--- config.mk ---
export PLATFORM = sky130hd
export DESIGN_NAME = bcd_display_scan_ctrl_flat
export DESIGN_NICKNAME = d
export VERILOG_FILES = /design/src/rtl/bcd_display_scan_ctrl_pkg.sv /design/src/rtl/bcd_display_scan_ctrl_if.sv /design/src/rtl/bcd_display_scan_ctrl_seg7_encoder.sv /design/src/rtl/bcd_display_scan_ctrl.sv /design/src/flat_wrapper.sv
export SDC_FILE = /design/constraint.sdc
export NUM_CORES = 1
export LEC_CHECK = 0
export CAP_MARGIN = 15
export CELL_PAD_IN_SITES_DETAIL_PLACEMENT = 0
export CELL_PAD_IN_SITES_GLOBAL_PLACEMENT = 1
export CORE_UTILIZATION = 46
export DETAILED_ROUTE_END_ITERATION = 6
export PLACE_DENSITY = 0.82
export SKIP_CTS_REPAIR_TIMING = 1
export SYNTH_ARGS = -nofsm -noshare
export SYNTH_HDL_FRONTEND = slang
export SYNTH_SLANG_ARGS = --single-unit
--- constraint.sdc ---
create_clock -name clk -period 9.65 [get_ports clk]
set_input_delay 1.93 -clock clk [delete_from_list [all_inputs] [get_ports clk]]
set_output_delay 1.93 -clock clk [all_outputs]
set_load 0.05 [all_outputs]
--- src/rtl/bcd_display_scan_ctrl_pkg.sv ---
// Shared types, widths and 7-segment tables for the two-digit BCD scan controller.
package bcd_display_scan_ctrl_pkg;

    localparam int unsigned DIGIT_W = 4;
    localparam int unsigned SEG_W   = 7;
    localparam int unsigned AN_W    = 2;

    typedef enum logic [2:0] {
        IDLE  = 3'd0,
        TENS  = 3'd1,
        GAP_A = 3'd2,
        UNITS = 3'd3,
        GAP_B = 3'd4
    } scan_state_t;

    // Active-high pattern with every segment dark.
    localparam logic [SEG_W-1:0] SEG_OFF = 7'h00;

    // Anodes are always active-low.
    localparam logic [AN_W-1:0] AN_OFF   = 2'b11;
    localparam logic [AN_W-1:0] AN_TENS  = 2'b01;
    localparam logic [AN_W-1:0] AN_UNITS = 2'b10;

    typedef struct packed {
        logic [AN_W-1:0]  an;
        logic [SEG_W-1:0] seg;
        logic             frame_tick;
    } disp_out_t;

    // Active-high {g,f,e,d,c,b,a}; codes above 9 stay dark.
    function automatic logic [SEG_W-1:0] seg_pattern(input logic [DIGIT_W-1:0] digit);
        logic [SEG_W-1:0] p;
        case (digit)
            4'd0:    p = 7'h3F;
            4'd1:    p = 7'h06;
            4'd2:    p = 7'h5B;
            4'd3:    p = 7'h4F;
            4'd4:    p = 7'h66;
            4'd5:    p = 7'h6D;
            4'd6:    p = 7'h7D;
            4'd7:    p = 7'h07;
            4'd8:    p = 7'h7F;
            4'd9:    p = 7'h6F;
            default: p = SEG_OFF;
        endcase
        return p;
    endfunction

    function automatic logic [SEG_W-1:0] seg_polarity(input logic [SEG_W-1:0] pattern,
                                                      input bit active_low);
        return active_low ? ~pattern : pattern;
    endfunction

endpackage

--- src/rtl/bcd_display_scan_ctrl_if.sv ---
// Load handshake plus the shared segment/anode display bus.
interface bcd_display_scan_ctrl_if;
    import bcd_display_scan_ctrl_pkg::*;

    logic [DIGIT_W-1:0] value_in;
    logic               load_valid;
    logic               load_ready;
    logic [SEG_W-1:0]   seg;
    logic [AN_W-1:0]    an;
    logic               frame_tick;

    modport master (
        output value_in, load_valid,
        input  load_ready, seg, an, frame_tick
    );

    modport slave (
        input  value_in, load_valid,
        output load_ready, seg, an, frame_tick
    );

endinterface

--- src/rtl/bcd_display_scan_ctrl_seg7_encoder.sv ---
// Combinational digit to active-high 7-segment pattern.
module bcd_display_scan_ctrl_seg7_encoder
    import bcd_display_scan_ctrl_pkg::*;
(
    input  logic [DIGIT_W-1:0] digit,
    output logic [SEG_W-1:0]   pattern_c
);

    always_comb begin
        pattern_c = seg_pattern(digit);
    end

endmodule

--- src/rtl/bcd_display_scan_ctrl.sv ---
// Scans a 0..15 value as tens/units onto a common-segment display, with dead-time
// gaps between digits and new values taken only at frame boundaries.
module bcd_display_scan_ctrl
    import bcd_display_scan_ctrl_pkg::*;
#(
    parameter int unsigned REFRESH_DIV    = 50_000,
    parameter int unsigned GAP_CYCLES     = 16,
    parameter bit          BLANK_LEADING  = 1'b1,
    parameter bit          SEG_ACTIVE_LOW = 1'b1
) (
    input  logic                   clk,
    input  logic                   rst_n,
    bcd_display_scan_ctrl_if.slave bus
);

    localparam int unsigned CNT_MAX = (REFRESH_DIV > GAP_CYCLES) ? REFRESH_DIV : GAP_CYCLES;
    localparam int unsigned CNT_W   = (CNT_MAX > 1) ? $clog2(CNT_MAX) : 1;

    localparam logic [CNT_W-1:0]   SLOT_LAST = CNT_W'(REFRESH_DIV - 1);
    localparam logic [CNT_W-1:0]   GAP_LAST  = CNT_W'(GAP_CYCLES - 1);
    localparam logic [SEG_W-1:0]   SEG_DARK  = seg_polarity(SEG_OFF, SEG_ACTIVE_LOW);
    localparam logic [DIGIT_W-1:0] TEN       = DIGIT_W'(10);

    scan_state_t        state, state_nxt;
    logic [CNT_W-1:0]   slot_cnt, slot_nxt;
    logic [DIGIT_W-1:0] pend, pend_nxt;
    logic               pend_valid, pend_valid_nxt;
    logic [DIGIT_W-1:0] disp_val, disp_nxt;
    logic               load_ready_q;
    disp_out_t          out_q, out_nxt;

    logic               accept;
    logic               commit;
    logic               tens_nxt;
    logic [DIGIT_W-1:0] units_nxt;
    logic [SEG_W-1:0]   tens_pat;
    logic [SEG_W-1:0]   units_pat;

    assign accept = bus.load_valid && load_ready_q;

    // Scan sequencing, slot timing and pending/display value handover.
    always_comb begin
        state_nxt = state;
        slot_nxt  = slot_cnt + CNT_W'(1);
        commit    = 1'b0;
        case (state)
            IDLE: begin
                slot_nxt = '0;
                if (pend_valid) begin
                    commit    = 1'b1;
                    state_nxt = TENS;
                end
            end
            TENS: begin
                if (slot_cnt == SLOT_LAST) begin
                    state_nxt = GAP_A;
                    slot_nxt  = '0;
                end
            end
            GAP_A: begin
                if (slot_cnt == GAP_LAST) begin
                    state_nxt = UNITS;
                    slot_nxt  = '0;
                end
            end
            UNITS: begin
                if (slot_cnt == SLOT_LAST) begin
                    state_nxt = GAP_B;
                    slot_nxt  = '0;
                    commit    = pend_valid;
                end
            end
            GAP_B: begin
                if (slot_cnt == GAP_LAST) begin
                    state_nxt = TENS;
                    slot_nxt  = '0;
                end
            end
            default: begin
                state_nxt = IDLE;
                slot_nxt  = '0;
            end
        endcase

        disp_nxt = commit ? pend : disp_val;
        pend_nxt = accept ? bus.value_in : pend;
        if (commit) begin
            pend_valid_nxt = 1'b0;
        end else if (accept) begin
            pend_valid_nxt = 1'b1;
        end else begin
            pend_valid_nxt = pend_valid;
        end
    end

    // Digits of the value that will be on display after this edge.
    assign tens_nxt  = (disp_nxt >= TEN);
    assign units_nxt = disp_nxt - (tens_nxt ? TEN : DIGIT_W'(0));

    bcd_display_scan_ctrl_seg7_encoder u_tens_enc (
        .digit     ({{(DIGIT_W-1){1'b0}}, tens_nxt}),
        .pattern_c (tens_pat)
    );

    bcd_display_scan_ctrl_seg7_encoder u_units_enc (
        .digit     (units_nxt),
        .pattern_c (units_pat)
    );

    // Outputs are decoded from the next state so they change on the entering edge.
    always_comb begin
        out_nxt.an         = AN_OFF;
        out_nxt.seg        = SEG_DARK;
        out_nxt.frame_tick = 1'b0;
        case (state_nxt)
            TENS: begin
                if (!(BLANK_LEADING && !tens_nxt)) begin
                    out_nxt.an  = AN_TENS;
                    out_nxt.seg = seg_polarity(tens_pat, SEG_ACTIVE_LOW);
                end
            end
            UNITS: begin
                out_nxt.an         = AN_UNITS;
                out_nxt.seg        = seg_polarity(units_pat, SEG_ACTIVE_LOW);
                out_nxt.frame_tick = (slot_nxt == SLOT_LAST);
            end
            default: ;
        endcase
    end

    always_ff @(posedge clk) begin
        if (!rst_n) begin
            state            <= IDLE;
            slot_cnt         <= '0;
            pend             <= '0;
            pend_valid       <= 1'b0;
            disp_val         <= '0;
            load_ready_q     <= 1'b1;
            out_q.an         <= AN_OFF;
            out_q.seg        <= SEG_DARK;
            out_q.frame_tick <= 1'b0;
        end else begin
            state        <= state_nxt;
            slot_cnt     <= slot_nxt;
            pend         <= pend_nxt;
            pend_valid   <= pend_valid_nxt;
            disp_val     <= disp_nxt;
            load_ready_q <= !pend_valid_nxt;
            out_q        <= out_nxt;
        end
    end

    assign bus.load_ready = load_ready_q;
    assign bus.an         = out_q.an;
    assign bus.seg        = out_q.seg;
    assign bus.frame_tick = out_q.frame_tick;

endmodule
--- src/flat_wrapper.sv ---
// flat-port wrapper written by rule: the top's interface ports become plain ports
module bcd_display_scan_ctrl_flat import bcd_display_scan_ctrl_pkg::*;
#(
    parameter int unsigned REFRESH_DIV    = 50_000,
    parameter int unsigned GAP_CYCLES     = 16,
    parameter bit          BLANK_LEADING  = 1'b1,
    parameter bit          SEG_ACTIVE_LOW = 1'b1
)
  (clk, rst_n, bus_value_in, bus_load_valid, bus_load_ready, bus_seg, bus_an, bus_frame_tick);
  bcd_display_scan_ctrl_if bus_i ();
  input  logic clk;
  input  logic rst_n;
  input wire logic [$bits(bus_i.value_in)-1:0] bus_value_in;
  input wire logic [$bits(bus_i.load_valid)-1:0] bus_load_valid;
  output wire logic [$bits(bus_i.load_ready)-1:0] bus_load_ready;
  output wire logic [$bits(bus_i.seg)-1:0] bus_seg;
  output wire logic [$bits(bus_i.an)-1:0] bus_an;
  output wire logic [$bits(bus_i.frame_tick)-1:0] bus_frame_tick;
  assign bus_i.value_in = bus_value_in;
  assign bus_i.load_valid = bus_load_valid;
  assign bus_load_ready = bus_i.load_ready;
  assign bus_seg = bus_i.seg;
  assign bus_an = bus_i.an;
  assign bus_frame_tick = bus_i.frame_tick;
  bcd_display_scan_ctrl #(.REFRESH_DIV(REFRESH_DIV), .GAP_CYCLES(GAP_CYCLES), .BLANK_LEADING(BLANK_LEADING), .SEG_ACTIVE_LOW(SEG_ACTIVE_LOW)) u_core (.clk(clk), .rst_n(rst_n), .bus(bus_i));
endmodule
==> results of run 1 <==
==> final cells by class <==
class                           instances  area share
Clock buffer                            6      0.0300
Timing Repair Buffer                   18      0.0733
Inverter                               12      0.0186
Sequential cell                        39       0.322
Multi-Input combinational cell        203       0.529
Tap cell                               52      0.0269
==> metal layers <==
layer  global-route usage  vias to the layer above
met4               0.0667                        0
met1                0.292                      831
met3               0.0427                        6
met5                    0                        -
met2                0.280                       46
li1                     -                      966
==> worst paths after layout <==
| check | end | start | slack (ns) |
|---|---|---|---|
| max reg2reg | u_core.bus.seg[4] | u_core.slot_cnt[0] | 6.46 |
| min | u_core.pend[0] | u_core.pend[0] | 0.47 |
| min reg2reg | u_core.pend[0] | u_core.pend[0] | 0.47 |
| max | u_core.bus.frame_tick | rst_n | 6.04 |
==> critical path, delay by kind of cell <==
family	cells	cell delay (ns)
buf+inv	2	1.00
simple gates	3	0.48
compound gates	2	0.40
==> cell usage in the layout (no fill, tap or decap), drive strengths merged, types with 2 or more instances in the layout <==
cell type,instances
dfxtp,39
nand2,30
nor2,29
clkdlybuf4s50,17
a21oi,13
nand3,13
inv,12
xnor2,12
ha,9
nor4,8
nand4,7
and3,7
o21ai,6
clkbuf,6
nor3,5
mux2i,5
o31ai,5
and2,5
o21a,4
nor2b,4
a21boi,4
xor2,4
o211ai,3
or4,3
and4,2
nand2b,2
a31oi,2
a221oi,2
or2,2
a31o,2
==> state kept, by name (all words and copies together) (netlist names) <==
signal / count
u_core.slot_cnt: 16
u_core.bus.seg: 7
u_core.disp_val: 4
u_core.pend: 4
u_core.state: 3
u_core.bus.an: 2
u_core.bus.frame_tick: 1
u_core.bus.load_ready: 1
u_core.pend_valid: 1
==> stage by stage <==
stage	utilization	cell area, sq um	power [W]	setup slack (ns)	cells
after floorplan	-	2180	0.000199	6.62	268
after global placement	0.529	2350	0.000209	5.83	324
after detailed placement	0.529	2350	0.000209	5.74	324
after CTS	0.545	2420	0.000310	6.05	330
after global routing	0.545	2420	0.000323	5.86	330
final	0.545	2420	0.000306	6.04	330
==> report_power, final <==
group | switching (W) | total [W] | internal (W)
clock network | 0.0000529 | 0.000101 | 0.0000482
logic | 0.0000211 | 0.0000365 | 0.0000155
registers | 0.00000393 | 0.000169 | 0.000165
==> kinds of logic after synthesis <==
kind of cell	Yosys count
buf+inv	26
simple gates	127
mux	5
fa+ha+maj	9
flops	39
compound gates	46
xor+xnor	16
==> impl_metrics.toml, run 1 <==
[routing]
top_layer_used = "met4"
wl_met3_microns = 212
vias = 1849
vias_per_cell = 5.60
drtIter0Drc = 89
dr.pass1.iters = 7
routedWlPerCell_microns = 13.4
ant_nets = 0
wl_met1_microns = 2330
wirelength_microns = 4420
wl_met2_microns = 1810
remaining_drc_errors = 2

[synthesis]
muxShareOfSynthArea = 0.0229
synth_edf_count = 0
synth-seq-cells = 39
netlist_instances = 268
synth-simple-area-share = 0.307
netlist_top_cells_area = "dfxtp_1, ha_1, nand2_1, nor2_1, xnor2_1"
syn-cell-area_sq_um = 2180
synth_fa_ha_area_frac = 0.0516
synth_compound_gate_area_share = 0.141
yosysSeqAreaShare = 0.358
yosys-top-cells-count = "dfxtp_1, nand2_1, nor2_1"
yosys_warnings = 0
yosysUniqueCellTypes = 52
synth.largest_area_cell = "dfxtp_1"
synth_top_family_by_area = "simple AND/OR/NAND/NOR gates"
synth_most_common_cell = "dfxtp_1"
synth_top_area_share = 0.358
async_flop_share = 0
avgSynthCellArea_sq_um = 8.14
synth_flop_cell = "dfxtp_1"
synth_fp_nets = 284
synth-xor-area-share = 0.0642

[timing]
timing_hold_violations_final = 0
rsz0062_at_grt = "no"
min_period_over_period = 0.374
worst_pin_slew_ns = 0.807
skew_ns = 0.00446
maxSlewHeadroom = 0.458
fin_crit_ns = 3.61
fmax_ghz = 0.277
slew_violations = 0
tns_ns = 0
setup_viol = 0
holdWs_ns = 0.468

[finish]
area.growth.synth_to_final_pct = 11.0
multi_input_area_sq_um = 1280
regArea_sq_um = 781
diodes = 0
layout-drive-gt1-share = 0.0612
fin_nets = 295
fill_cells = 424

[placement]
hpwlAfterDp_microns = 3240
place_congestion = 0.777
portBuffers = 17

[worst_setup_path]
critPathKind = "in2reg"
slowest_delay_ns = 0.78
end_kind = "register"
start_kind = "input pin"
cp_slowest_cell = "clkdlybuf4s50_1"
worstPathRequired_ns = 9.85
worst-r2r-cell-count = 10
worstPathArrival_ns = 3.80
cp_max_fo = 16
crit_chain = "clkdlybuf4s50_1, nand2b_1, a211oi_1, a31oi_1, buf_4, nor2_1, nor4b_1"

[die]
chipHeight_microns = 70.9
start_util = 0.491
die_w_microns = 70.9
core-area_sq_um = 4440
num_io_pins = 18
die-area_sq_um = 5020
rows = 24

[min_path]
min_path_type = "reg2reg"
min_path_cells = 2

[job]
drv_cap = 0

[grt]
grt_pass1_wl_microns = 7850
first_global_vias = 1679
grt_usage = 0.196
antenna_found_initial = 0
grt_max_degree = 17
overflow = 0

[pwr]
leakagePower_nw = 0.889
p_per_area_nw_per_um2 = 126
peakVddDrop_mv = 0.0886

[clock_tree]
cts.sinks = 39
clock_path_buffers = 2
cts_htree_levels = 2
cts-root-buf = "clkbuf_8"
cts_tree = "built"
clk-insertion-delay-late_ns = 0.29
cts.clk_slew.worst_paths_ns = 0.07
cts_inserted_buffers = 5

[status]
violations = "DRC"
status = "finished with violations"
Power figures use the tool's default switching activity.
==> run 2: changes to the inputs <==
--- a/config.mk
+++ b/config.mk
@@ -8,9 +8,9 @@
 export CAP_MARGIN = 15
 export CELL_PAD_IN_SITES_DETAIL_PLACEMENT = 0
 export CELL_PAD_IN_SITES_GLOBAL_PLACEMENT = 1
-export CORE_UTILIZATION = 46
+export CORE_UTILIZATION = 43
 export DETAILED_ROUTE_END_ITERATION = 6
-export PLACE_DENSITY = 0.82
+export PLACE_DENSITY = 0.78
 export SKIP_CTS_REPAIR_TIMING = 1
 export SYNTH_ARGS = -nofsm -noshare
 export SYNTH_HDL_FRONTEND = slang
==> constraint.sdc (replaced) <==
create_clock -name clk -period 3.45 [get_ports clk]
set_input_delay 0.69 -clock clk [delete_from_list [all_inputs] [get_ports clk]]
set_output_delay 0.69 -clock clk [all_outputs]
set_load 0.05 [all_outputs]
==> run 2 against run 1 <==
The run now ends clean; sequential cell count stayed put; die area is 6.8% higher; clock power grew to 2.7 times the previous value; first-iteration DRC count is 66% higher; clock-buffer cell count stayed put; non-clock buffer count is 4 higher; register-to-register slack worse by 6.1 ns; clock skew is 0.0045 ns higher; sequential power grew to 2.8 times the previous value; critical path depth is 3 higher; largest cell class unchanged; largest power group unchanged.
==> impl_metrics.toml, run 2 (synthesized netlist as in run 1, its figures left out) <==
[grt]
grt_usage = 0.190
antenna_found_initial = 0
grt_pass1_wl_microns = 7720
first_global_vias = 1678
grt_max_degree = 16
overflow = 0

[timing]
fin_crit_ns = 3.13
rsz0062_at_grt = "no"
worst_pin_slew_ns = 0.804
fmax_ghz = 0.319
skew_ns = 0.00892
tns_ns = 0
min_period_over_period = 0.909
timing_hold_violations_final = 0
setup_viol = 0
maxSlewHeadroom = 0.459
slew_violations = 0

[pwr]
peakVddDrop_mv = 0.186
leakagePower_nw = 0.910
switching_share = 0.250
p_seq_frac = 0.553
intPower_w = 0.000640
p_per_area_nw_per_um2 = 346
switchingPower_w = 0.000214
power_frac_comb = 0.123
clockPowerShare = 0.324
report.power.total_w = 0.000854

[routing]
ant_nets = 0
wirelength_microns = 4560
dr.pass1.iters = 4
vias = 1872
remaining_drc_errors = 0
routedWlPerCell_microns = 13.1
vias_per_cell = 5.36
drtIter0Drc = 148

[worst_setup_path]
crit_chain = "ha_1, and3_1, nand3_2, o21a_1, mux2i_1, ha_1, ha_1, or4_4, and2_4, o31ai_1"
end_kind = "register"
path_buf_inv = 0
cp_top_family = "simple AND/OR/NAND/NOR gates"
worstPathRequired_ns = 3.64
worstPathArrival_ns = 3.33
cp_max_fo = 8
cp_slowest_cell = "or4_4"
critPathMostFrequentCell = "ha_1"
critPathKind = "reg2reg"
start_kind = "register"
slowest_delay_ns = 0.59

[die]
num_io_pins = 18
chipHeight_microns = 73.2
die-area_sq_um = 5360
start_util = 0.453
rows = 25
core-area_sq_um = 4820
die_w_microns = 73.2

[clock_tree]
cts-root-buf = "clkbuf_8"
cts.sinks = 39
clock_path_buffers = 2
cts_tree = "built"
clk-insertion-delay-late_ns = 0.28
cts_inserted_buffers = 5
cts.clk_slew.worst_paths_ns = 0.07
cts_htree_levels = 2

[finish]
layout_common_cells = "dfxtp_1, nand2_1, nor2_1"
regArea_sq_um = 781
fin_nets = 299
layout-drive-gt1-share = 0.0745
layout_commonest_cell = "dfxtp_1"
diodes = 0
area.growth.synth_to_final_pct = 13.2
largest_reg_flops = 16
fill_cells = 516
multi_input_area_sq_um = 1280
largest_register = "u_core.slot_cnt"
reg_top3 = "u_core.slot_cnt x16, u_core.bus.seg x7"
design_area_sq_um = 2470

[job]
drv_cap = 0

[placement]
hpwlAfterDp_microns = 3440
placed_cell_area_sq_um = 2400
portBuffers = 17
place_congestion = 0.876

[status]
status = "complete, no violations"

[min_path]
min_path_type = "reg2reg"
[run 2: per-stage QoR]
step                      hold slack, ns   util  worst slack, ns  std cells
after floorplan                    0.443      -            0.416        268
after global placement             0.456  0.498            0.416        343
after detailed placement           0.466  0.498            0.330        343
after CTS                          0.475  0.513            0.301        349
after global routing               0.502  0.513           0.0216        349
final                              0.467  0.513            0.316        349
[run 2: power by group through the flow]
stage	Clock, W	Sequential [W]	Combinational (W)
finish	0.000276	0.000472	0.000105
global route	0.000306	0.000474	0.000119
CTS	0.000286	0.000472	0.000106
detailed placement	0	0.000482	0.000105
global placement	0	0.000483	0.000107
floorplan	0	0.000484	0.0000732
[run 2: path summary, 6_finish.rpt]
check	endpoint	depth (start not counted)	startpoint	slack, ns
worst max-delay path	u_core.bus.seg[3]	10	u_core.slot_cnt[0]	0.32
worst min-delay path	u_core.pend[0]	2	u_core.pend[0]	0.47
worst max register to register	u_core.bus.seg[3]	10	u_core.slot_cnt[0]	0.32
worst min register to register	u_core.pend[0]	2	u_core.pend[0]	0.47
[run 2: cell type report]
class / count / area share
Timing Repair Buffer: 22 / 0.0841
Inverter: 12 / 0.0182
Multi-Input combinational cell: 203 / 0.518
Tap cell: 67 / 0.0339
Clock buffer: 6 / 0.0294
Sequential cell: 39 / 0.316
[run 2: worst reg2reg max path, delay by kind of cell, from the launching register on]
family | cells | cell delay, ns
muxes | 1 | 0.21
and+or+nand+nor | 4 | 1.24
DFF | 1 | 0.41
adders and majority gates | 3 | 0.64
AOI/OAI and AO/OA | 2 | 0.55
[run 2: layer usage]
metal / vias to the layer above / GRT usage / routed length, microns
met5: - / 0 / 0
met4: 0 / 0.0675 / 68
met3: 6 / 0.0442 / 249
met2: 50 / 0.269 / 1830
met1: 844 / 0.280 / 2400
li1: 972 / - / -
==> run 3: changes to the inputs <==
--- a/config.mk
+++ b/config.mk
@@ -10,7 +10,7 @@
 export CELL_PAD_IN_SITES_GLOBAL_PLACEMENT = 1
 export CORE_UTILIZATION = 43
 export DETAILED_ROUTE_END_ITERATION = 6
-export PLACE_DENSITY = 0.78
+export PLACE_DENSITY = 0.82
 export SKIP_CTS_REPAIR_TIMING = 1
 export SYNTH_ARGS = -nofsm -noshare
 export SYNTH_HDL_FRONTEND = slang
==> run 3 against run 2 <==
Fmax down 1.3%; clock power grew 2%; final cell count did not move; register-to-register slack worse by 0.04 ns; power rose by 0.41%; sequential share of layout area unchanged; clock-buffer cell count stayed put; clock skew decreased by 0.0034 ns; combinational power about the same; highest routed layer unchanged.
==> impl_metrics.toml, run 3 (synthesized netlist as in run 1, its figures left out) <==
[finish]
fill_cells = 508
layout_common_cells = "dfxtp_1, nand2_1, nor2_1"
finish.utilization = 0.513
reg_top3 = "u_core.slot_cnt x16, u_core.bus.seg x7"
multi_input_area_sq_um = 1280
fin_nets = 299
design_area_sq_um = 2470
regArea_sq_um = 781
area.growth.synth_to_final_pct = 13.2
largest_reg_flops = 16
layout-drive-gt1-share = 0.0745
diodes = 0
layout_commonest_cell = "dfxtp_1"
largest_register = "u_core.slot_cnt"

[timing]
timing_hold_violations_final = 0
tns_ns = 0
fin_crit_ns = 3.18
fmax_ghz = 0.315
slew_violations = 0
worst_pin_slew_ns = 0.801
setup_ws_ns = 0.273
min_period_over_period = 0.921
rsz0062_at_grt = "no"
maxSlewHeadroom = 0.462
setup_viol = 0
skew_ns = 0.00552

[die]
start_util = 0.453
die-area_sq_um = 5360
chipHeight_microns = 73.2
rows = 25
core-area_sq_um = 4820
die_w_microns = 73.2
num_io_pins = 18

[pwr]
switching_share = 0.254
clockPowerShare = 0.328
report.power.total_w = 0.000857
intPower_w = 0.000640
power_frac_comb = 0.122
peakVddDrop_mv = 0.192
switchingPower_w = 0.000217
p_seq_frac = 0.551
p_per_area_nw_per_um2 = 347
leakagePower_nw = 0.910

[grt]
grt_usage = 0.182
antenna_found_initial = 0
overflow = 0
grt_pass1_wl_microns = 7450
first_global_vias = 1642
grt_max_degree = 15

[placement]
place_ws_ns = 0.304
place_congestion = 0.893
placed_cell_area_sq_um = 2400
portBuffers = 17
hpwlAfterDp_microns = 3420

[worst_setup_path]
end_kind = "register"
path_buf_inv = 0
cp_slowest_cell = "or4_4"
slowest_delay_ns = 0.59
critPathMostFrequentCell = "ha_1"
critPathKind = "reg2reg"
cp_top_family = "simple AND/OR/NAND/NOR gates"
start_kind = "register"
worst-r2r-cell-count = 10
cp_max_fo = 8
r2r_start = "u_core.slot_cnt[0]"
r2r_slack_ns = 0.27
worstPathRequired_ns = 3.62
worstPathArrival_ns = 3.34
timing.rr.end = "u_core.bus.seg[4]"
crit_chain = "ha_1, and3_1, nand3_2, o21a_1, mux2i_1, ha_1, ha_1, or4_4, a221oi_1, o31ai_1"

[routing]
ant_nets = 0
vias = 1874
dr.pass1.iters = 4
drtIter0Drc = 92
wirelength_microns = 4560
remaining_drc_errors = 0
routedWlPerCell_microns = 13.1
vias_per_cell = 5.37

[clock_tree]
clk-insertion-delay-late_ns = 0.28
clock_path_buffers = 2
cts_tree = "built"
cts.clk_slew.worst_paths_ns = 0.07
cts_htree_levels = 2
cts.sinks = 39
cts_inserted_buffers = 5
cts-root-buf = "clkbuf_8"

[min_path]
min_path_type = "reg2reg"
min_path_cells = 2
holdPathEnd = "u_core.pend[0]"
hp-start = "u_core.pend[0]"

[status]
status = "complete, no violations"

[job]
drv_cap = 0
## run 3: cell counts in the layout (fill, tap and decap cells not counted)
No cell type changed its count.
## run 3: final cells by class
type / instances / area share
tap: 67 / 0.0339
sequential: 39 / 0.316
timing repair buffer: 22 / 0.0841
inverter: 12 / 0.0182
multi-input combinational: 203 / 0.518
clock buffer: 6 / 0.0294
## run 3: worst max-delay path by stage
stage                       startpoint                end  slack [ns]  cells past startpoint
finish              u_core.slot_cnt[0]  u_core.bus.seg[4]        0.27                     10
CTS                 u_core.slot_cnt[0]  u_core.bus.seg[5]        0.28                     10
detailed placement  u_core.slot_cnt[0]  u_core.bus.seg[5]        0.30                     10
floorplan           u_core.slot_cnt[0]  u_core.bus.seg[1]        0.42                     13
global placement    u_core.slot_cnt[0]  u_core.bus.seg[5]        0.42                     10
global route        u_core.slot_cnt[0]  u_core.bus.seg[5]        0.05                     10
## run 3: per-layer routing
layer  global-route usage  part of all wire
met4               0.0784             0.015
met3               0.0318             0.027
met1                0.267              0.54
met2                0.258              0.42
met5                    0                 0
## run 3: worst reg2reg max path, stage by stage (launching register included)
cell and delay [ns]:
dfxtp_1 0.41, ha_1 0.23, and3_1 0.29, nand3_2 0.18, o21a_1 0.32, mux2i_1 0.22, ha_1 0.22, ha_1 0.19
or4_4 0.59, a221oi_1 0.31, o31ai_1 0.11
## run 3: power by group through the flow
| stage | Sequential [W] | Clock (W) | Combinational (W) |
|---|---|---|---|
| 6_report | 0.000472 | 0.000281 | 0.000104 |
| 5_1_grt | 0.000474 | 0.000305 | 0.000118 |
| 4_1_cts | 0.000472 | 0.000288 | 0.000104 |
| 3_5_place_dp | 0.000482 | 0 | 0.000104 |
| 3_3_place_gp | 0.000483 | 0 | 0.000104 |
| 2_1_floorplan | 0.000484 | 0 | 0.0000732 |
## run 3: through the flow
stage / hold WS, ns / std cells
CTS: 0.474 / 349
floorplan: 0.443 / 268
global placement: 0.454 / 343
finish: 0.468 / 349
global route: 0.526 / 349
detailed placement: 0.463 / 343
